<file path="src/rtl/uart_pkg.sv">
// Shared UART definitions: FSM state type, 8N1 frame constants and the bit-period helper.
package uart_pkg;

    typedef enum logic [1:0] {
        IDLE  = 2'd0,
        START = 2'd1,
        DATA  = 2'd2,
        STOP  = 2'd3
    } uart_state_t;

    localparam int unsigned UART_DATA_BITS  = 8;
    localparam int unsigned UART_FRAME_BITS = 10;

    function automatic int unsigned clks_per_bit(input int unsigned clock_freq,
                                                 input int unsigned baud_rate);
        return clock_freq / baud_rate;
    endfunction

endpackage

</file>
<file path="src/rtl/uart_tx_fifo.sv">
// Synchronous byte FIFO feeding the UART transmitter; FIFO_DEPTH must be a power of two.
module uart_tx_fifo
    import uart_pkg::*;
#(
    parameter int unsigned FIFO_DEPTH = 4
) (
    input  logic                          clk,
    input  logic                          rst,
    input  logic                          push,
    input  logic [UART_DATA_BITS-1:0]     push_data,
    input  logic                          pop,
    output logic [UART_DATA_BITS-1:0]     pop_data,
    output logic                          full,
    output logic                          empty,
    output logic [$clog2(FIFO_DEPTH):0]   count
);

    localparam int unsigned AW = $clog2(FIFO_DEPTH);

    logic [UART_DATA_BITS-1:0] mem_q [FIFO_DEPTH];
    logic [UART_DATA_BITS-1:0] mem_d [FIFO_DEPTH];
    logic [AW-1:0]             wr_ptr_q, wr_ptr_d;
    logic [AW-1:0]             rd_ptr_q, rd_ptr_d;
    logic [AW:0]               count_q, count_d;
    logic                      do_push, do_pop;

    assign full     = (count_q == (AW+1)'(FIFO_DEPTH));
    assign empty    = (count_q == '0);
    assign count    = count_q;
    assign pop_data = mem_q[rd_ptr_q];
    assign do_push  = push && !full;
    assign do_pop   = pop && !empty;

    // Pointers wrap naturally because the depth is a power of two.
    always_comb begin
        mem_d    = mem_q;
        wr_ptr_d = wr_ptr_q;
        rd_ptr_d = rd_ptr_q;
        count_d  = count_q;
        if (do_push) begin
            mem_d[wr_ptr_q] = push_data;
            wr_ptr_d        = wr_ptr_q + 1'b1;
        end
        if (do_pop) begin
            rd_ptr_d = rd_ptr_q + 1'b1;
        end
        case ({do_push, do_pop})
            2'b10:   count_d = count_q + 1'b1;
            2'b01:   count_d = count_q - 1'b1;
            default: count_d = count_q;
        endcase
    end

    always_ff @(posedge clk or posedge rst) begin
        if (rst) begin
            wr_ptr_q <= '0;
            rd_ptr_q <= '0;
            count_q  <= '0;
        end else begin
            wr_ptr_q <= wr_ptr_d;
            rd_ptr_q <= rd_ptr_d;
            count_q  <= count_d;
        end
    end

    always_ff @(posedge clk) begin
        mem_q <= mem_d;
    end

endmodule

</file>
<file path="src/rtl/uart_tx.sv">
// 8N1 UART transmitter with a valid/ready byte input and registered serial output.
// Define UART_TX_FIFO_EN to queue up to FIFO_DEPTH bytes and send queued frames back-to-back.
module uart_tx
    import uart_pkg::*;
#(
    parameter int unsigned CLOCK_FREQ = 100_000_000,
    parameter int unsigned BAUD_RATE  = 115200,
    parameter int unsigned FIFO_DEPTH = 4
) (
    input  logic       clk,
    input  logic       rst,
    input  logic [7:0] tx_data,
    input  logic       tx_valid,
    output logic       tx_ready,
    output logic       tx,
    output logic       tx_busy
);

    localparam int unsigned CLKS_PER_BIT = clks_per_bit(CLOCK_FREQ, BAUD_RATE);
    localparam logic [15:0] LAST_COUNT   = 16'(CLKS_PER_BIT - 1);
    localparam logic [2:0]  LAST_BIT     = 3'(UART_DATA_BITS - 1);

    uart_state_t state_q, state_d;
    logic [15:0] clk_count_q, clk_count_d;
    logic [2:0]  bit_index_q, bit_index_d;
    logic [7:0]  shift_q, shift_d;
    logic        tx_q, tx_d;
    logic        busy_q, busy_d;

    logic        byte_avail;
    logic        queued;
    logic [7:0]  byte_next;

`ifdef UART_TX_FIFO_EN
    logic                         fifo_full, fifo_empty, fifo_pop;
    logic [$clog2(FIFO_DEPTH):0]  fifo_count;

    // Pop happens exactly where the FSM loads a byte; the FIFO ignores pops while empty.
    assign fifo_pop = (state_q == IDLE) ||
                      ((state_q == STOP) && (clk_count_q == LAST_COUNT));

    uart_tx_fifo #(
        .FIFO_DEPTH (FIFO_DEPTH)
    ) u_fifo (
        .clk       (clk),
        .rst       (rst),
        .push      (tx_valid && !fifo_full),
        .push_data (tx_data),
        .pop       (fifo_pop),
        .pop_data  (byte_next),
        .full      (fifo_full),
        .empty     (fifo_empty),
        .count     (fifo_count)
    );

    assign tx_ready   = !fifo_full;
    assign byte_avail = !fifo_empty;
    assign queued     = (fifo_count != '0);
`else
    assign tx_ready   = (state_q == IDLE);
    assign byte_avail = tx_valid;
    assign queued     = 1'b0;
    assign byte_next  = tx_data;
`endif

    always_comb begin
        state_d     = state_q;
        clk_count_d = clk_count_q;
        bit_index_d = bit_index_q;
        shift_d     = shift_q;
        case (state_q)
            IDLE: begin
                if (byte_avail) begin
                    shift_d     = byte_next;
                    clk_count_d = '0;
                    state_d     = START;
                end
            end
            START: begin
                if (clk_count_q == LAST_COUNT) begin
                    clk_count_d = '0;
                    bit_index_d = '0;
                    state_d     = DATA;
                end else begin
                    clk_count_d = clk_count_q + 16'd1;
                end
            end
            DATA: begin
                if (clk_count_q == LAST_COUNT) begin
                    clk_count_d = '0;
                    if (bit_index_q == LAST_BIT) begin
                        state_d = STOP;
                    end else begin
                        bit_index_d = bit_index_q + 3'd1;
                    end
                end else begin
                    clk_count_d = clk_count_q + 16'd1;
                end
            end
            STOP: begin
                if (clk_count_q == LAST_COUNT) begin
                    clk_count_d = '0;
                    if (queued) begin
                        shift_d = byte_next;
                        state_d = START;
                    end else begin
                        state_d = IDLE;
                    end
                end else begin
                    clk_count_d = clk_count_q + 16'd1;
                end
            end
            default: state_d = IDLE;
        endcase

        // Line level and busy flag follow the current state, one register stage behind.
        case (state_q)
            START:   tx_d = 1'b0;
            DATA:    tx_d = shift_q[bit_index_q];
            default: tx_d = 1'b1;
        endcase
        busy_d = (state_q != IDLE) || queued;
    end

    always_ff @(posedge clk or posedge rst) begin
        if (rst) begin
            state_q     <= IDLE;
            clk_count_q <= '0;
            bit_index_q <= '0;
            shift_q     <= '0;
            tx_q        <= 1'b1;
            busy_q      <= 1'b0;
        end else begin
            state_q     <= state_d;
            clk_count_q <= clk_count_d;
            bit_index_q <= bit_index_d;
            shift_q     <= shift_d;
            tx_q        <= tx_d;
            busy_q      <= busy_d;
        end
    end

    assign tx      = tx_q;
    assign tx_busy = busy_q;

endmodule
</file>
<file path="config.mk">
export PLATFORM = sky130hd
export DESIGN_NAME = uart_tx
export DESIGN_NICKNAME = d
export VERILOG_FILES = /design/src/rtl/uart_pkg.sv /design/src/rtl/uart_tx_fifo.sv /design/src/rtl/uart_tx.sv
export SDC_FILE = /design/constraint.sdc
export NUM_CORES = 1
export LEC_CHECK = 0
export CORE_ASPECT_RATIO = 1.75
export CORE_MARGIN = 5
export CORE_UTILIZATION = 56
export CTS_CLUSTER_DIAMETER = 30
export CTS_CLUSTER_SIZE = 28
export DETAILED_ROUTE_END_ITERATION = 10
export PLACE_DENSITY = 0.78
export SLEW_MARGIN = 40
export SYNTH_ARGS = -nofsm -noshare
export SYNTH_HDL_FRONTEND = slang
export SYNTH_SLANG_ARGS = --single-unit
</file>
<file path="constraint.sdc">
create_clock -name clk -period 3 [get_ports clk]
set_input_delay 0.45 -clock clk [delete_from_list [all_inputs] [get_ports clk]]
set_output_delay 0.45 -clock clk [all_outputs]
set_load 0.05 [all_outputs]
</file>
# Word level (Yosys, flattened, before mapping)
# Index checks and enable logic that the tools add are counted.
# op_classes
n_addsub,2
magnitude_cmp,1
eq_ne,11
mux,16
n_reduce_logical,7
# ops
operator,n
$mux W16,2
$pmux W16 S2,1
$add A16 B1 Y16 const B,1
$eq A16 B10 Y1 const B,1
$ne A2 B2 Y1 const B,6
$mux W2,5
$mux W3,3
$pmux W2 S4,1
$pmux W3 S2,1
$reduce_and A5 Y1,1
$eq A2 B2 Y1 const B,2
$lt A3 B4 Y1 const B,1
$reduce_and A4 Y1,1
$reduce_bool A2 Y1,2
$add A3 B1 Y3 const B,1
$bmux W1 S3,1
$eq A3 B3 Y1 const B,1
$reduce_or A3 Y1,1
$eq A2 B1 Y1 const B,1
$logic_not A2 Y1,1
$pmux W1 S2,1
$reduce_and A2 Y1,1
$mux W1,1
# totals
reg_bits,31
word_cells,43

# Logic depth before layout (Yosys ltp)
# Gate-level depths: netlist of run 1.
# logic_depth
depth_word,4
ltp_mapped,7
depth_no_buf,6

# Least setup slack after synthesis of run 1
# OpenSTA, ideal clock, no wires.
# synth_timing
path_type,reg-to-reg
startpoint,reg state_q[0]
endpoint,reg clk_count_q[15]
setup_ps,78
arrival_ps,2332
required_time_ps,2922
setup_slack_ps,591
stages_incl_launch_ff,8
period_less_slack_ps,2409
cell_sequence,dfrtp_1 -> inv_1 -> ha_1 -> nor2b_4 -> or4_1 -> buf_2 -> or4_1 -> a21oi_1
# synth_between
elab_cells_between_ends,7
classes_between,eq/ne (4); mux (1); reduce/logical (2)
# synth_rtl
element,line_no,source
start: declaration,uart_tx.sv:23,"uart_state_t state_q, state_d;"
start signal: assignment,uart_tx.sv:134,state_q <= state_d;
$logic_not A2 Y1 (*),--,
named net tx_ready,uart_tx.sv:14,"output logic tx_ready,"
$pmux W16 S2 or $ne A2 B2 Y1 (tied branches),--,
end signal: assignment,uart_tx.sv:135,clk_count_q <= clk_count_d;
end: declaration,uart_tx.sv:24,"logic [15:0] clk_count_q, clk_count_d;"
# The timed path passes the listed nets; every way through them passes the cells marked *.
# A chain may end at the register's enable or synchronous reset.

# Final worst setup path of run 1
# layout_timing
startpoint,reg state_q[0]
endpoint,out tx_ready
# layout_between
elab_chain_len,1
# layout_lines
element,line_no,source
$logic_not A2 Y1,uart_tx.sv:60,assign tx_ready = (state_q == IDLE);
end: declaration,uart_tx.sv:14,
# No other way between the ends.

==> results of run 1 <==
-- critical path, delay by kind of cell (launching register included) --
family | cells | cell delay, ps
flip-flops | 1 | 410
adder cells (fa/ha/maj) | 1 | 280
buffers and inverters | 2 | 970
-- logic make-up after synthesis --
logic type / Yosys count
and+or+nand+nor: 60
xor gates and xnor gates: 5
buffers and inverters: 13
DFF: 31
muxes: 13
adders and majority gates: 8
AOI/OAI and AO/OA: 29
-- worst max path at each step --
stage	from	to	slack, ps	depth (start not counted)
4_1_cts	state_q[0]	tx_ready	580	3
5_1_grt	state_q[0]	clk_count_q[15]	490	6
3_3_place_gp	tx_valid	clk_count_q[15]	530	5
3_5_place_dp	tx_valid	clk_count_q[15]	490	5
2_1_floorplan	state_q[0]	clk_count_q[15]	590	7
6_report	state_q[0]	tx_ready	610	3
-- Yosys cell counts, drive strengths merged --
cell type   n  area, um^2
nor3        6        30.0
o21ai      12        60.1
mux2        9         101
nor2b       1        13.8
a21oi      10        50.1
ha          8         100
dfrtp      30         751
nor4b       2        17.5
or3         7        43.8
nand4       5        31.3
xnor2       3        26.3
mux2i       2        20.0
nor2        6        22.5
clkbuf      4        15.0
o21bai      1        7.51
o31ai       1        7.51
a22o        3        26.3
nand2      17        63.8
nor3b       1        7.51
nand2b      2        12.5
a2bb2oi     1        8.76
mux4        2        45.0
or2         1        6.26
and4        2        17.5
nand4b      1        8.76
a221oi      1        8.76
dfstp       1        26.3
buf         2        10.0
nand3       5        25.0
nor4        1        6.26
and4b       1        10.0
inv         7        26.3
xor2        2        17.5
or4         2        15.0
-- registers in the layout (all words and copies together), names as in the netlist --
signal / flops
state_q: 2
tx_busy: 1
clk_count_q: 16
shift_q: 8
tx: 1
bit_index_q: 3
-- through the flow --
stage                     worst slack (ps)  utilization  hold slack, ps  instances  cell area, um^2
after global routing                   487        0.662             537        204             1890
after detailed placement               489        0.627             493        196             1790
after global placement                 535        0.627             484        196             1790
after CTS                              578        0.662             508        204             1890
after floorplan                        591            -             474        159             1640
final                                  610        0.662             508        204             1890
-- final cells by class --
type,count,area share
Tap cell,28,0.0185
Sequential cell,31,0.410
Multi-Input combinational cell,115,0.428
Clock buffer,8,0.0528
Timing Repair Buffer,15,0.0766
Inverter,7,0.0139
-- report_power, final --
part	leakage [uW]	total (uW)	internal [uW]	switching, uW
clock network	0.0000515	356	209	147
registers	0.000409	418	418	0
logic	0.000364	22.3	12.4	9.93
-- routing by layer --
metal,routed length [um],share of wire
met1,1140,0.35
met2,1880,0.59
met3,106,0.033
met4,80,0.025
met5,0,0
==> flow_summary_export.csv, run 1 <==
group,metric,value,unit
routing,postRouteWirelength,3210,um
global_routing,grtUsageMet3,0.0327,
sta,rsz0062_at_grt,"false",
hold_path,whs_path_depth,1,
sta,slew_headroom,0.614,
floorplan,core,2860,um^2
setup_path,r2r_slack,620,ps
layout,multiInputGateArea,811,um^2
global_routing,grt-busiest-layer,"met2",
logic_synthesis,synthMuxAreaShare,0.102,
global_routing,grt_max_degree,17,
routing,drtPass1Iterations,4,
logic_synthesis,ys_seq_area_frac,0.474,
hold_path,min_from,"shift_q[6]",
sta,worst_pin_slew,579,ps
floorplan,die_h,81.6,um
clock_network,path_clk_slew,60,ps
layout,most-common-layout-cells,"dfrtp_1 (30), nand2_1 (17), clkdlybuf4s50_1 (13), o21ai_0 (12), a21oi_1 (10)",
routing,via_count,1233,
setup_path,cpMaxStageDelayCell,"clkdlybuf4s50_1",
floorplan,num_rows,26,
routing,route.detailed.drc,0,
run_status,outcome,"complete, no violations",
power,power,797,uW
layout,final_common_cell,"dfrtp_1",
floorplan,start_util,0.573,
setup_path,worst_setup_path_start_kind,"flip-flop",
floorplan,dieArea,4150,um^2
sta,period_needed,2390,ps
routing,vias_per_cell,6.04,
floorplan,die_w,50.9,um
logic_synthesis,synth_area,1640,um^2
layout,seq_area,777,um^2
clock_network,cts_setup_buffers,0,
clock_network,clock_latency,280,ps
logic_synthesis,synth_cell_type_count,34,
clock_network,numCtsBuffers,5,
setup_path,path_max_fanout,6,
clock_network,h-tree-depth,2,
layout,fill_cells,230,
layout,finalNetCount,194,
logic_synthesis,synth-compound-area-share,0.103,
sta,maxSlewViolCount,0,
sta,clock.fmax,418,MHz
global_routing,grt.total_usage,0.176,
flow_run,maxCapViolCount,0,
place,place_congestion,0.848,
logic_synthesis,synth-seq-cells,31,
setup_path,crit_arrival,1940,ps
sta,finalHoldViolCount,0,
clock_network,cts_buffer_depth,2,
layout,antenna_cells,0,
logic_synthesis,synthXorXnorAreaFrac,0.0267,
global_routing,overflow,0,
logic_synthesis,synth_fa_ha_area_frac,0.0611,
setup_path,rr_endpoint,"clk_count_q[15]",
logic_synthesis,synth_simple_gate_area_frac,0.202,
sta,fin_setup_tns,0,ps
floorplan,io_pins,14,
setup_path,crit_chain,"inv_1 > ha_1 > clkdlybuf4s50_1",
global_routing,grt_pass1_vias,1279,
power,p_per_area,421,nW/um^2
hold_path,holdPathEnd,"shift_q[6]",
global_routing,antenna_found_initial,0,
global_routing,use_met2,0.332,
logic_synthesis,synth_nets,178,
setup_path,r2r-start,"state_q[0]",
clock_network,cts_tree,"yes",
global_routing,grt_pass1_wl,5450,um
routing,final_antenna_net_count,0,
logic_synthesis,syn_area_per_cell,10.3,um^2
power,p_leak,0.000825,uW
setup_path,slowest_delay,850,ps
routing,drtIter0Drc,30,
setup_path,worst_r2r_path_depth,6,
clock_network,cts.hold.buffers_added,0,
clock_network,ctsResizeCount,0,
place,port_buffers,13,
layout,layout-drive-gt1-share,0.131,
logic_synthesis,synth_cells,159,
clock_network,cts-root-buf,"clkbuf_8",
logic_synthesis,synth_top_family_by_area,"simple AND/OR/NAND/NOR gates",
sta,setup_viol_count_final,0,
setup_path,required,2550,ps
setup_path,crit_path_end_kind,"output pin",
sta,period_share,0.797,
clock_network,cts_sinks,31,
power,vdd_drop_max,271,uV
setup_path,path_class,"flip-flop to output pin",
routing,wl_per_cell,15.7,um
hold_path,hold_path_class,"flip-flop to flip-flop",
global_routing,met1_usage,0.167,
logic_synthesis,yosys_warnings,0,
layout,areaGrowthSynthToFinish,15.6,%
sta,fin_skew,5.40,ps
place,hpwl,2420,um
No activity file was read; power rests on OpenSTA's default activity.
==> inputs of run 2 (changes only) <==
--- a/config.mk
+++ b/config.mk
@@ -7,11 +7,11 @@
 export LEC_CHECK = 0
 export CORE_ASPECT_RATIO = 1.75
 export CORE_MARGIN = 5
-export CORE_UTILIZATION = 56
+export CORE_UTILIZATION = 51
 export CTS_CLUSTER_DIAMETER = 30
 export CTS_CLUSTER_SIZE = 28
 export DETAILED_ROUTE_END_ITERATION = 10
-export PLACE_DENSITY = 0.78
+export PLACE_DENSITY = 0.74
 export SLEW_MARGIN = 40
 export SYNTH_ARGS = -nofsm -noshare
 export SYNTH_HDL_FRONTEND = slang
==> constraint.sdc (replaced) <==
create_clock -name clk -period 2.05 [get_ports clk]
set_input_delay 0.3075 -clock clk [delete_from_list [all_inputs] [get_ports clk]]
set_output_delay 0.3075 -clock clk [all_outputs]
set_load 0.05 [all_outputs]
==> run 2 against run 1 <==
Count of clock-buffer cells in the layout fell by 3. Via count up 6.9%. First-iteration DRC count down 20%. Setup slack got worse by 570 ps. Clock power is 33% higher. Cell count increased by 13%. Register-to-register slack lost 580 ps. Wire length is 13% higher. Critical path depth rose by 4. Cell area increased by 7.2%. Clock skew shrank 1.2 ps.
==> flow_summary_export.csv, run 2 (synthesized netlist as in run 1, its figures left out) <==
group,metric,value,unit
run_status,outcome,"complete, no violations",
clock_network,h-tree-depth,2,
setup_path,worst_setup_path_start_kind,"flip-flop",
global_routing,grt_max_degree,32,
routing,vias_per_cell,5.71,
place,port_buffers,13,
setup_path,path_max_fanout,6,
clock_network,clock_latency,280,ps
sta,fin_setup_tns,0,ps
clock_network,cts_sinks,31,
layout,top_regs,"clk_count_q: 16 flops, shift_q: 8 flops, bit_index_q: 3 flops",
sta,hold_slack,397,ps
clock_network,cts.hold.buffers_added,0,
layout,antenna_cells,0,
setup_path,path_class,"flip-flop to flip-flop",
floorplan,die_h,85.0,um
routing,drtIter0Drc,24,
place,hpwl,2670,um
sta,clock.fmax,498,MHz
setup_path,required,2260,ps
floorplan,num_rows,27,
floorplan,dieArea,4490,um^2
global_routing,grt_pass1_wl,5940,um
flow_run,maxCapViolCount,0,
layout,most-common-layout-cells,"dfrtp_1 (30), nand2_1 (17), buf_4 (14), o21ai_0 (12), clkdlybuf4s50_1 (12)",
clock_network,cts-root-buf,"clkbuf_8",
floorplan,core,3140,um^2
place,place_congestion,0.819,
sta,slew_headroom,0.666,
setup_path,path_delay_family,"simple AND/OR/NAND/NOR gates",
layout,areaGrowthSynthToFinish,23.9,%
sta,period_share,0.979,
layout,fill_cells,255,
floorplan,io_pins,14,
global_routing,grt_pass1_vias,1362,
setup_path,slowest_delay,490,ps
sta,maxSlewViolCount,0,
power,p_leak,0.000876,uW
clock_network,cts_tree,"yes",
layout,finalNetCount,206,
setup_path,crit_chain,"inv_2 > ha_4 > nor2b_4 > or4_4 > buf_6 > or3_1 > a21oi_2",
place,place_ws,-112,ps
sta,setup_slack,43.2,ps
global_routing,antenna_found_initial,0,
sta,finalHoldViolCount,0,
sta,setup_viol_count_final,0,
routing,drtPass1Iterations,4,
layout,largest_register,"clk_count_q",
global_routing,overflow,0,
setup_path,critPathBufInv,2,
floorplan,die_w,52.9,um
clock_network,path_clk_slew,70,ps
setup_path,r2r_slack,40,ps
routing,wl_per_cell,15.7,um
sta,period_needed,2010,ps
routing,final_antenna_net_count,0,
layout,final_common_cell,"dfrtp_1",
power,p_per_area,552,nW/um^2
sta,fin_skew,4.19,ps
clock_network,numCtsBuffers,5,
layout,layout-drive-gt1-share,0.239,
setup_path,crit_arrival,2210,ps
routing,postRouteWirelength,3640,um
layout,largest_register_ffs,16,
routing,via_count,1318,
setup_path,cpMaxStageDelayCell,"or4_4",
layout,utilization,0.646,
global_routing,grt.total_usage,0.178,
floorplan,start_util,0.522,
setup_path,crit_path_end_kind,"flip-flop",
sta,worst_pin_slew,499,ps
power,vdd_drop_max,551,uV
hold_path,hold_path_class,"primary input to asynchronous set/reset pin",
routing,route.detailed.drc,0,
clock_network,cts_buffer_depth,2,
## run 2: cell count changes in the layout (fill, tap and decap cells not counted), sizes merged
cell	previous run	this run
clkinvlp	0	2
clkinv	0	1
clkbuf	8	5
clkdlybuf4s50	13	12
buf	2	15
## run 2: cell type report
type,instances,area (um^2),area share
well taps,43,53.8,0.0265
repair buffers,27,236,0.116
flip-flops and latches,31,777,0.383
inverters,7,26.3,0.0129
clock inverters,3,20.0,0.00986
multi-input cells,115,848,0.418
clock buffers,5,68.8,0.0339
## run 2: layer usage
| layer | track usage | share of wire |
|---|---|---|
| met3 | 0.0404 | 0.028 |
| met2 | 0.313 | 0.57 |
| met4 | 0.0930 | 0.030 |
| met5 | 0 | 0 |
| met1 | 0.188 | 0.38 |
## run 2: worst reg2reg max path, delay by kind of cell, from the launching register on
kind	cells	cell delay, ps
AND/OR/NAND/NOR	3	990
flip-flops	1	400
buffers and inverters	2	220
adder cells (fa/ha/maj)	1	160
AO/OA/AOI/OAI	1	160
## run 2: where the power goes
part / leakage [uW] / internal (uW) / switching (uW)
sequential: 0.000409 / 612 / 0
combinational: 0.000427 / 19.4 / 15.0
clock: 0.0000402 / 236 / 238
## run 2: worst paths after layout
path / end / from / depth (start not counted)
setup / recovery: clk_count_q[13] / state_q[0] / 7
hold / removal: bit_index_q[1] / rst / 3
max in group asynchronous: tx / rst / 3
hold reg to reg: shift_q[6] / shift_q[6] / 1
setup reg to reg: clk_count_q[13] / state_q[0] / 7
min in group clk: shift_q[6] / shift_q[6] / 1
## run 2: repair_timing
| item | 4_1_cts | 5_1_grt |
|---|---|---|
| gates cloned | 0 | 0 |
| resized for setup | 0 | 7 |
| pin swaps | 0 | 2 |
| endpoints found under the hold margin | 0 | 0 |
| endpoints found under the setup margin | 1 | 5 |
| setup buffers | 2 | 1 |
## run 2: per-stage QoR
step / power [uW] / cells / cell area (um^2)
floorplan: 633 / 159 / 1660
global placement: 658 / 220 / 1890
detailed placement: 659 / 220 / 1890
CTS: 1130 / 230 / 1990
global route: 1150 / 231 / 2030
finish: 1120 / 231 / 2030
